[src/rtl/mod3_pkg.sv]
// Shared types and constants for the bit-serial divisibility-by-3 engine.
// The residue enum doubles as the encoding of "value so far mod 3".
package mod3_pkg;

    localparam int WIDTH_DEFAULT = 8;

    typedef enum logic [1:0] {
        R0 = 2'd0,
        R1 = 2'd1,
        R2 = 2'd2
    } res_e;

endpackage

[src/rtl/mod3_step.sv]
// One MSB-first residue step: next = (2*res + bit) mod 3.
// Purely combinational; the top instantiates it once per scan position.
module mod3_step
    import mod3_pkg::*;
(
    input  res_e res_i,
    input  logic bit_i,
    output res_e res_o
);

    always_comb begin
        res_o = R0;
        unique case (res_i)
            R0:      res_o = bit_i ? R1 : R0;
            R1:      res_o = bit_i ? R0 : R2;
            R2:      res_o = bit_i ? R2 : R1;
            default: res_o = R0;
        endcase
    end

endmodule

[src/rtl/modulo3_aggregate.sv]
// Captures an operand, scans it MSB-first and publishes the prefix-divisibility vector.
// Optional macro MOD3_DONE_EN adds a one-cycle 'done' pulse coincident with each out update.
module modulo3_aggregate
    import mod3_pkg::*;
#(
    parameter int WIDTH = WIDTH_DEFAULT
) (
    input  logic             clk,
    input  logic             rst,
    input  logic [WIDTH-1:0] in,
`ifdef MOD3_DONE_EN
    output logic             done,
`endif
    output logic [WIDTH-1:0] out
);

    localparam int CNT_W = (WIDTH > 1) ? $clog2(WIDTH) : 1;
    localparam logic [CNT_W-1:0] LAST_CNT = CNT_W'(WIDTH - 1);

    logic [WIDTH-1:0] cap_q, cap_d;
    logic [CNT_W-1:0] cnt_q, cnt_d;
    res_e             res_q, res_d;
    logic [WIDTH-1:0] acc_q, acc_d;
    logic             busy_q, busy_d;
    logic [WIDTH-1:0] out_q, out_d;

    logic [CNT_W-1:0] bitIdx;
    res_e             stepRes;

    // Bits are consumed MSB-first, so the counter maps to a descending index.
    assign bitIdx = LAST_CNT - cnt_q;

    mod3_step u_step (
        .res_i (res_q),
        .bit_i (cap_q[bitIdx]),
        .res_o (stepRes)
    );

`ifdef MOD3_DONE_EN
    logic done_q, done_d;
`endif

    always_comb begin
        cap_d  = cap_q;
        cnt_d  = cnt_q;
        res_d  = res_q;
        acc_d  = acc_q;
        busy_d = busy_q;
        out_d  = out_q;
`ifdef MOD3_DONE_EN
        done_d = 1'b0;
`endif
        // A new operand always wins, even on what would have been the completion edge.
        if (in != cap_q) begin
            cap_d  = in;
            res_d  = R0;
            cnt_d  = '0;
            busy_d = 1'b1;
        end else if (busy_q) begin
            res_d         = stepRes;
            acc_d[bitIdx] = (stepRes == R0);
            cnt_d         = cnt_q + 1'b1;
            if (cnt_q == LAST_CNT) begin
                out_d  = acc_d;
                busy_d = 1'b0;
`ifdef MOD3_DONE_EN
                done_d = 1'b1;
`endif
            end
        end
    end

    always_ff @(posedge clk or posedge rst) begin
        if (rst) begin
            cap_q  <= '0;
            cnt_q  <= '0;
            res_q  <= R0;
            acc_q  <= '0;
            busy_q <= 1'b1;
            out_q  <= '0;
        end else begin
            cap_q  <= cap_d;
            cnt_q  <= cnt_d;
            res_q  <= res_d;
            acc_q  <= acc_d;
            busy_q <= busy_d;
            out_q  <= out_d;
        end
    end

`ifdef MOD3_DONE_EN
    always_ff @(posedge clk or posedge rst) begin
        if (rst) begin
            done_q <= 1'b0;
        end else begin
            done_q <= done_d;
        end
    end

    assign done = done_q;
`endif

    assign out = out_q;

endmodule

[config.mk]
export PLATFORM = sky130hd
export DESIGN_NAME = modulo3_aggregate
export DESIGN_NICKNAME = d
export VERILOG_FILES = /design/src/rtl/mod3_pkg.sv /design/src/rtl/mod3_step.sv /design/src/rtl/modulo3_aggregate.sv
export SDC_FILE = /design/constraint.sdc
export NUM_CORES = 1
export LEC_CHECK = 0
export ABC_AREA = 1
export CAP_MARGIN = 10
export CELL_PAD_IN_SITES_DETAIL_PLACEMENT = 0
export CELL_PAD_IN_SITES_GLOBAL_PLACEMENT = 1
export CORE_MARGIN = 8
export CORE_UTILIZATION = 41
export CTS_CLUSTER_DIAMETER = 50
export CTS_CLUSTER_SIZE = 25
export DETAILED_ROUTE_END_ITERATION = 8
export PLACE_DENSITY_LB_ADDON = 0.12
export SLEW_MARGIN = 10
export SYNTH_ARGS = -nofsm -noshare
export SYNTH_HDL_FRONTEND = slang
export SYNTH_SLANG_ARGS = --single-unit
[constraint.sdc]
create_clock -name clk -period 2 [get_ports clk]
set_input_delay 0.2 -clock clk [delete_from_list [all_inputs] [get_ports clk]]
set_output_delay 0.2 -clock clk [all_outputs]
set_load 0.1 [all_outputs]
==> qor.yml, run 1 <==
sta:
  rsz0062_at_grt: "no"
  max_freq_mhz: 633
  finalMaxSlewViolations: 0
  setup-violations-final: 0
  finalCriticalPeriod_ns: 1.58
  fin_crit_sh_pct: 78.9
  tightest_slew_ns: 0.376
  hold_violations: 0
  tns_ns: 0
  slew-limit-headroom_pct: 74.9
  clock_skew_ns: 0.00891
critical_path:
  crit_required_ns: 2.17
  cp-end-kind: "flip-flop"
  worstPathArrival_ns: 1.75
  critPathMaxFanout: 10
  start_kind: "flip-flop"
  crit_type: "flip-flop to flip-flop"
cts:
  cts_tree: "yes"
  htreeDepth: 2
  clock_latency_ns: 0.28
  cts_num_sinks: 29
  clock_path_buffers: 2
  cts_hold_buf: 0
  post-cts-setup-buffers: 0
  clkTransAtPathRegs_ns: 0.07
  root_buffer: "clkbuf_8"
  cts_resized: 0
  cts-buffers-inserted: 5
global_route:
  grt_overflow: 0
  antenna_found_initial: 0
  grt_max_degree: 30
  grt_pass1_vias: 1199
  grt_pass1_wl_um: 5400
  grt_use_total_pct: 11.1
synthesis:
  postSynthAreaPerCell_um2: 8.21
  ys_seq_area_share_pct: 46.4
  synth_area_leader_cell: "dfrtp_1"
  netlist_instances: 191
  syn_nets: 203
  ys_warn_count: 0
  syn-cell-area_mm2: 0.00157
  synth_area_leaders: "dfrtp_1 (45%), nand2_1 (12%), nand2_2 (5.6%)"
  synth_top_area_share_pct: 44.7
  synth_cell_types: 27
  synth_seq_cells: 29
job:
  maxCapViolCount: 0
finish:
  area_delta_synth_final_pct: 17.4
  layout_commonest_cell: "nand2_1"
  insertedDiodeCount: 0
  drive_above_1_share_pct: 25.8
  post-route-util_pct: 50.3
  nets: 220
  regArea_um2: 727
  final_cells: 257
  finalInstanceArea_mm2: 0.00184
  multi_input_area_um2: 658
  layout_common_cells: "nand2_1 (51), dfrtp_1 (28), inv_1 (21)"
  num-fill-cells: 363
routing:
  wirelength_um: 3100
  viasPerCell: 4.61
  drc_errors: 0
  vias: 1184
  drt-pass1-iter-count: 4
  ant_nets: 0
  routedWlPerCell_um: 12.0
  drt-initial-drc-count: 36
placed_design:
  numPlacedInstances: 249
  place_area_mm2: 0.00174
  gp_congestion: 0.783
  dp_hpwl_um: 2340
  io_buffers: 17
pwr:
  p_per_area_mw_per_mm2: 666
  finalPower_mw: 1.23
  combPwrFrac_pct: 6.9
  pwr-share-seq_pct: 49.4
  p_int_mw: 0.948
  p_sw_share_pct: 22.7
  p_leak_nw: 0.968
  vdd_drop_max_v: 0.000348
  netSwitchingPower_mw: 0.278
  p_clk_share_pct: 43.7
outcome:
  status: "finished clean"
floorplan:
  start_util_pct: 42.8
  fp.dieArea_mm2: 0.00606
  die_h_um: 77.8
  core_mm2: 0.00366
  placementRows: 22
  io_pins: 18
  die_x_um: 77.8
min_path:
  hold_class: "input pin to async pin"
power groups by stage:
stage | sequential, mW | combinational (mW) | clock [mW]
floorplan | 0.614 | 0.0589 | 0
global placement | 0.616 | 0.0844 | 0
detailed placement | 0.617 | 0.0870 | 0
CTS | 0.606 | 0.0874 | 0.556
global route | 0.606 | 0.0961 | 0.576
finish | 0.605 | 0.0850 | 0.535
stage by stage:
step,hold WS [ns],setup WS [ns]
final,0.278,0.421
after floorplan,0.277,0.611
after global routing,0.361,0.293
after detailed placement,0.467,0.149
after CTS,0.293,0.402
after global placement,0.458,0.185
per-layer routing:
layer,GRT usage (%),up-vias,share of wire [%]
li1,-,611,-
met1,13.3,555,48
met2,17.5,13,46
met3,4.15,5,4.0
met4,4.53,0,1.7
met5,0,-,0
path summary, 6_finish.rpt:
check	startpoint	end	slack (ns)	cells past startpoint
min in group clk	in[2]	cap_q[2]	0.41	1
max in group asynchronous	rst	busy_q	1.40	3
hold / removal	rst	acc_q[4]	0.28	3
hold reg to reg	acc_q[4]	acc_q[4]	0.48	2
setup reg to reg	cnt_q[0]	out[3]	0.42	10
setup / recovery	cnt_q[0]	out[3]	0.42	10
worst max-delay path, stage by stage (launching register included):
cell	delay [ns]
dfrtp_1	0.50
inv_8	0.13
nand2_1	0.07
nand3_2	0.07
nand2_2	0.08
o21ai_1	0.17
nand2_2	0.09
nand2_4	0.15
nand2_2	0.07
nand3_1	0.07
nand2_1	0.06
Yosys cell counts (all sizes together):
library cell,n
nor2,15
o21ai,7
dfrtp,28
clkinv,1
or2,8
clkbuf,8
xnor2,6
ha,2
dfstp,1
nand4,1
inv,24
nand3,19
buf,3
nand2,66
o22ai,2
layout make-up:
type                       count  area share [%]
timing repair buffer          21            9.79
clock buffer                   7            5.23
tap                           48            3.26
clock inverter                 1           0.272
inverter                      25            6.19
sequential                    29            39.5
multi-input combinational    126            35.8
kinds of logic (layout without fill, tap and decap cells):
kind of cell             count (synthesis)  in the layout  synth area share [%]
XOR/XNOR                                 6              6                  3.35
buffers and inverters                   36             54                  11.7
flip-flops                              29             29                  46.4
AND/OR/NAND/NOR                        109            109                  34.0
AO/OA/AOI/OAI                            9              9                  3.03
adder cells (fa/ha/maj)                  2              2                  1.60
state kept, by name, summed over array words and instances, names as in the netlist:
name / count
cap_q: 8
out: 8
acc_q: 7
cnt_q: 3
res_q: 2
busy_q: 1
Note: power is estimated with default switching activity, not from simulation.
==> inputs of run 2 (changes only) <==
- clock period: 2 -> 1.6 ns (I/O delays scaled with it)
==> run 2 against run 1 <==
Effect of this change:
- worst setup slack got worse by 0.32 ns
- global-route usage decreased by 0.069 points
- first-iteration DRC count decreased by 2.8%
- worst hold slack got worse by 0.032 ns
- largest cell class unchanged
==> qor.yml, run 2 (synthesis results as in run 1) <==
pwr:
  p_per_area_mw_per_mm2: 733
  combPwrFrac_pct: 7.7
  p_int_mw: 1.15
  pwr-share-seq_pct: 50.8
  p_clk_share_pct: 41.5
  p_leak_nw: 1.00
  netSwitchingPower_mw: 0.339
  vdd_drop_max_v: 0.000411
  p_sw_share_pct: 22.8
sta:
  slew-limit-headroom_pct: 75.4
  finalCriticalPeriod_ns: 1.50
  finalMaxSlewViolations: 0
  hold_violations: 0
  setup-violations-final: 0
  max_freq_mhz: 667
  fin_crit_sh_pct: 93.7
  clock_skew_ns: 0.00796
  rsz0062_at_grt: "yes"
  tns_ns: 0
  tightest_slew_ns: 0.370
cts:
  cts_hold_buf: 0
  clock_latency_ns: 0.28
  clock_path_buffers: 2
  root_buffer: "clkbuf_8"
  cts-buffers-inserted: 5
  cts_tree: "yes"
  clkTransAtPathRegs_ns: 0.06
  cts_num_sinks: 29
  htreeDepth: 2
floorplan:
  core_mm2: 0.00366
  fp.dieArea_mm2: 0.00606
  die_h_um: 77.8
  io_pins: 18
  start_util_pct: 42.8
  die_x_um: 77.8
  placementRows: 22
finish:
  final_cells: 260
  regArea_um2: 731
  layout_common_cells: "nand2_1 (50), dfrtp_1 (25), inv_1 (19)"
  multi_input_area_um2: 723
  drive_above_1_share_pct: 32.1
  layout_commonest_cell: "nand2_1"
  insertedDiodeCount: 0
  num-fill-cells: 348
  area_delta_synth_final_pct: 29.7
  nets: 223
global_route:
  grt_overflow: 0
  grt_pass1_vias: 1226
  grt_pass1_wl_um: 5400
  antenna_found_initial: 0
  grt_use_total_pct: 11.1
  grt_max_degree: 30
job:
  maxCapViolCount: 0
critical_path:
  critPathMaxFanout: 8
  cp-end-kind: "flip-flop"
  crit_type: "flip-flop to flip-flop"
  start_kind: "flip-flop"
  crit_required_ns: 1.76
  timing.reg2reg.setup_slack_ns: 0.10
  worstPathArrival_ns: 1.66
  rr_worst_depth: 11
placed_design:
  gp_congestion: 0.802
  io_buffers: 17
  numPlacedInstances: 250
  dp_hpwl_um: 2270
routing:
  vias: 1217
  drc_errors: 0
  drt-pass1-iter-count: 4
  viasPerCell: 4.68
  wirelength_um: 3060
  routedWlPerCell_um: 11.8
  drt-initial-drc-count: 35
  ant_nets: 0
min_path:
  hold_class: "input pin to async pin"
outcome:
  status: "finished clean"
==> run 2: routing by layer <==
metal / wire length (µm) / GRT usage [%] / vias up
met5: 0 / 0 / -
met4: 47 / 3.96 / 0
met3: 123 / 4.38 / 6
met2: 1460 / 17.5 / 15
met1: 1440 / 13.2 / 579
li1: - / - / 617
==> run 2: path summary, 6_finish.rpt <==
path	start	to
worst max-delay path	cnt_q[1]	acc_q[4]
worst min-delay path	rst	cap_q[7]
worst max register to register	cnt_q[1]	acc_q[4]
worst min register to register	acc_q[1]	acc_q[1]
max in group asynchronous	rst	busy_q
min in group clk	in[3]	cap_q[3]
==> run 2: area by class of cell <==
cell class | count | area share [%]
multi-input cells | 126 | 35.6
repair buffers | 24 | 15.5
well taps | 48 | 2.95
inverters | 25 | 5.60
clock buffers | 8 | 4.43
flip-flops and latches | 29 | 35.9
==> run 2: critical path, cell delays in order, from the launching register on <==
cell and delay, ns:
dfrtp_2 0.45, inv_2 0.08, nor2_4 0.12, nand3_2 0.10, nand2_4 0.10, nor2_2 0.04
nand2_1 0.07, nand2_2 0.10, nand2_8 0.13, nand2_2 0.06, nand3_1 0.07, nand2_1 0.05
==> run 2: repair_timing <==
| action | CTS | global route |
|---|---|---|
| setup endpoints to repair | 0 | 17 |
| buffers inserted | 0 | 2 |
| gates resized for setup | 0 | 19 |
==> run 2: metrics by stage <==
step / instance area [µm²] / hold slack, ns / power (mW) / utilization, % / worst slack, ns
after floorplan: 1570 / 0.237 / 0.841 / - / 0.211
after global placement: 1860 / 0.454 / 0.876 / 50.8 / -0.174
after detailed placement: 1860 / 0.463 / 0.879 / 50.8 / -0.192
after CTS: 1950 / 0.259 / 1.50 / 53.2 / 0.0149
after global routing: 2030 / 0.306 / 1.56 / 55.5 / -0.0306
final: 2030 / 0.247 / 1.49 / 55.5 / 0.101
==> run 2: power groups by stage <==
stage / logic, mW / clock network (mW) / registers (mW)
2_1_floorplan: 0.0736 / 0 / 0.768
3_3_place_gp: 0.107 / 0 / 0.770
3_5_place_dp: 0.109 / 0 / 0.770
4_1_cts: 0.109 / 0.634 / 0.757
5_1_grt: 0.128 / 0.671 / 0.758
6_report: 0.115 / 0.619 / 0.757
==> inputs of run 3 (changes only) <==
--- a/config.mk
+++ b/config.mk
@@ -7,5 +7,4 @@
 export LEC_CHECK = 0
 export ABC_AREA = 1
-export CAP_MARGIN = 10
 export CELL_PAD_IN_SITES_DETAIL_PLACEMENT = 0
 export CELL_PAD_IN_SITES_GLOBAL_PLACEMENT = 1
==> constraint.sdc (replaced) <==
create_clock -name clk -period 1.6 [get_ports clk]
set_input_delay 0.16 -clock clk [delete_from_list [all_inputs] [get_ports clk]]
set_output_delay 0.16 -clock clk [all_outputs]
set_load 0.005 [all_outputs]
==> run 3 against run 2 <==
Effect of this change:
- combinational power fell by 5%
- cell count decreased by 0.77%
- clock-buffer cell count fell by 1
- maximum frequency is 1.7% higher
- worst setup slack gained 0.025 ns
- first-iteration DRC count increased by 80%
- clock skew shrank 0.0028 ns
- global-route usage barely moved
- sequential cell count unchanged
- non-clock buffer count down 2
- register-to-register slack better by 0.02 ns
==> qor.yml, run 3 (synthesis results as in run 1) <==
outcome:
  status: "finished clean"
cts:
  cts-buffers-inserted: 5
  cts_tree: "yes"
  cts_hold_buf: 0
  clock_path_buffers: 2
  cts_num_sinks: 29
  clkTransAtPathRegs_ns: 0.06
  clock_latency_ns: 0.28
  htreeDepth: 2
  root_buffer: "clkbuf_8"
routing:
  ant_nets: 0
  wirelength_um: 3070
  routedWlPerCell_um: 11.9
  wl_met1_um: 1530
  met3WireLength_um: 128
  top_layer: "met4"
  drt-initial-drc-count: 63
  wl_met2_um: 1370
  viasPerCell: 4.56
  drc_errors: 0
  drt-pass1-iter-count: 4
  vias: 1176
finish:
  area_delta_synth_final_pct: 21.0
  layout_commonest_cell: "nand2_1"
  insertedDiodeCount: 0
  finalInstanceArea_mm2: 0.00190
  nets: 221
  num-fill-cells: 355
  layout_common_cells: "nand2_1 (50), dfrtp_1 (25), inv_1 (21)"
  post-route-util_pct: 51.8
  final_cells: 258
  drive_above_1_share_pct: 25.7
sta:
  fin_crit_sh_pct: 92.2
  worst_hold_slack_ns: 0.245
  clock_skew_ns: 0.00511
  tightest_slew_ns: 0.380
  rsz0062_at_grt: "no"
  finalMaxSlewViolations: 0
  finalCriticalPeriod_ns: 1.47
  tns_ns: 0
  fin_ws_ns: 0.125
  max_freq_mhz: 678
  slew-limit-headroom_pct: 74.7
  setup-violations-final: 0
  hold_violations: 0
placed_design:
  dp_hpwl_um: 2240
  io_buffers: 17
  place_ws_ns: -0.186
  numPlacedInstances: 250
  place_area_mm2: 0.00178
  gp_congestion: 0.793
floorplan:
  start_util_pct: 42.8
  core_mm2: 0.00366
  io_pins: 18
  die_x_um: 77.8
  placementRows: 22
  die_h_um: 77.8
  fp.dieArea_mm2: 0.00606
critical_path:
  crit_type: "flip-flop to flip-flop"
  cp-end-kind: "flip-flop"
  worst_r2r_endpoint: "acc_q[7]"
  start_kind: "flip-flop"
  timing.reg2reg.setup_slack_ns: 0.13
  worstPathArrival_ns: 1.64
  crit_required_ns: 1.77
  rr_worst_depth: 10
  reg2reg_from: "cnt_q[0]"
  critPathMaxFanout: 8
pwr:
  p_clk_share_pct: 43.5
  finalPower_mw: 1.53
  p_sw_share_pct: 22.7
  pwr-share-seq_pct: 49.4
  p_leak_nw: 0.955
  combPwrFrac_pct: 7.1
  p_per_area_mw_per_mm2: 808
  netSwitchingPower_mw: 0.347
  p_int_mw: 1.19
  vdd_drop_max_v: 0.000327
job:
  maxCapViolCount: 0
global_route:
  grt_pass1_wl_um: 5290
  grt_max_degree: 30
  grt_pass1_vias: 1131
  grt_overflow: 0
  grt_use_total_pct: 11.0
  antenna_found_initial: 0
min_path:
  hold_class: "input pin to async pin"
run 3: changes by cell type in the layout (fill, tap and decap cells not counted), moves of 3 or more:
cell / delta
nor2_2: +3
nor2_4: -3
nand3_1: +3
clkdlybuf4s50_1: +8
buf_12: -8
nand3_2: -3
run 3: area by class of cell:
type | instances | area, µm² | area share (%)
sequential | 29 | 731 | 38.5
clock inverter | 1 | 5.00 | 0.264
tap | 48 | 60.1 | 3.17
inverter | 25 | 114 | 6.00
clock buffer | 7 | 96.3 | 5.08
timing repair buffer | 22 | 220 | 11.6
multi-input combinational | 126 | 671 | 35.4
run 3: power groups by stage:
stage | registers, mW | logic (mW) | clock network [mW]
detailed placement | 0.770 | 0.109 | 0
floorplan | 0.768 | 0.0736 | 0
global placement | 0.770 | 0.107 | 0
CTS | 0.757 | 0.109 | 0.690
finish | 0.757 | 0.109 | 0.667
global route | 0.759 | 0.121 | 0.725
run 3: metal layers:
| metal | global-route usage, % | vias up |
|---|---|---|
| met5 | 0 | - |
| met4 | 4.53 | 0 |
| met3 | 4.03 | 5 |
| met2 | 16.6 | 16 |
| met1 | 13.9 | 542 |
| li1 | - | 613 |
run 3: timing repair:
action                     4_1_cts  5_1_grt
setup buffers                    0        0
setup endpoints to repair        0       16
resized for setup                0        7
run 3: worst max-delay path: stages, from the launching register on:
cell and delay, ns:
dfrtp_2 0.48, inv_8 0.09, nand2_1 0.06, nand3_2 0.07, nand2_2 0.08, o21ai_1 0.14
nand2_2 0.09, nand2_4 0.16, nand2_2 0.07, nand3_1 0.07, nand2_1 0.05
run 3: worst max-delay path by stage:
| stage | startpoint | to | slack (ns) | cells after the start |
|---|---|---|---|---|
| 6_report | cnt_q[0] | acc_q[7] | 0.13 | 10 |
| 2_1_floorplan | cnt_q[0] | acc_q[1] | 0.21 | 11 |
| 3_3_place_gp | in[2] | out[0] | -0.17 | 10 |
| 4_1_cts | cnt_q[0] | out[7] | 0.06 | 9 |
| 5_1_grt | cap_q[3] | out[0] | 0.007 | 9 |
| 3_5_place_dp | in[2] | out[0] | -0.19 | 10 |
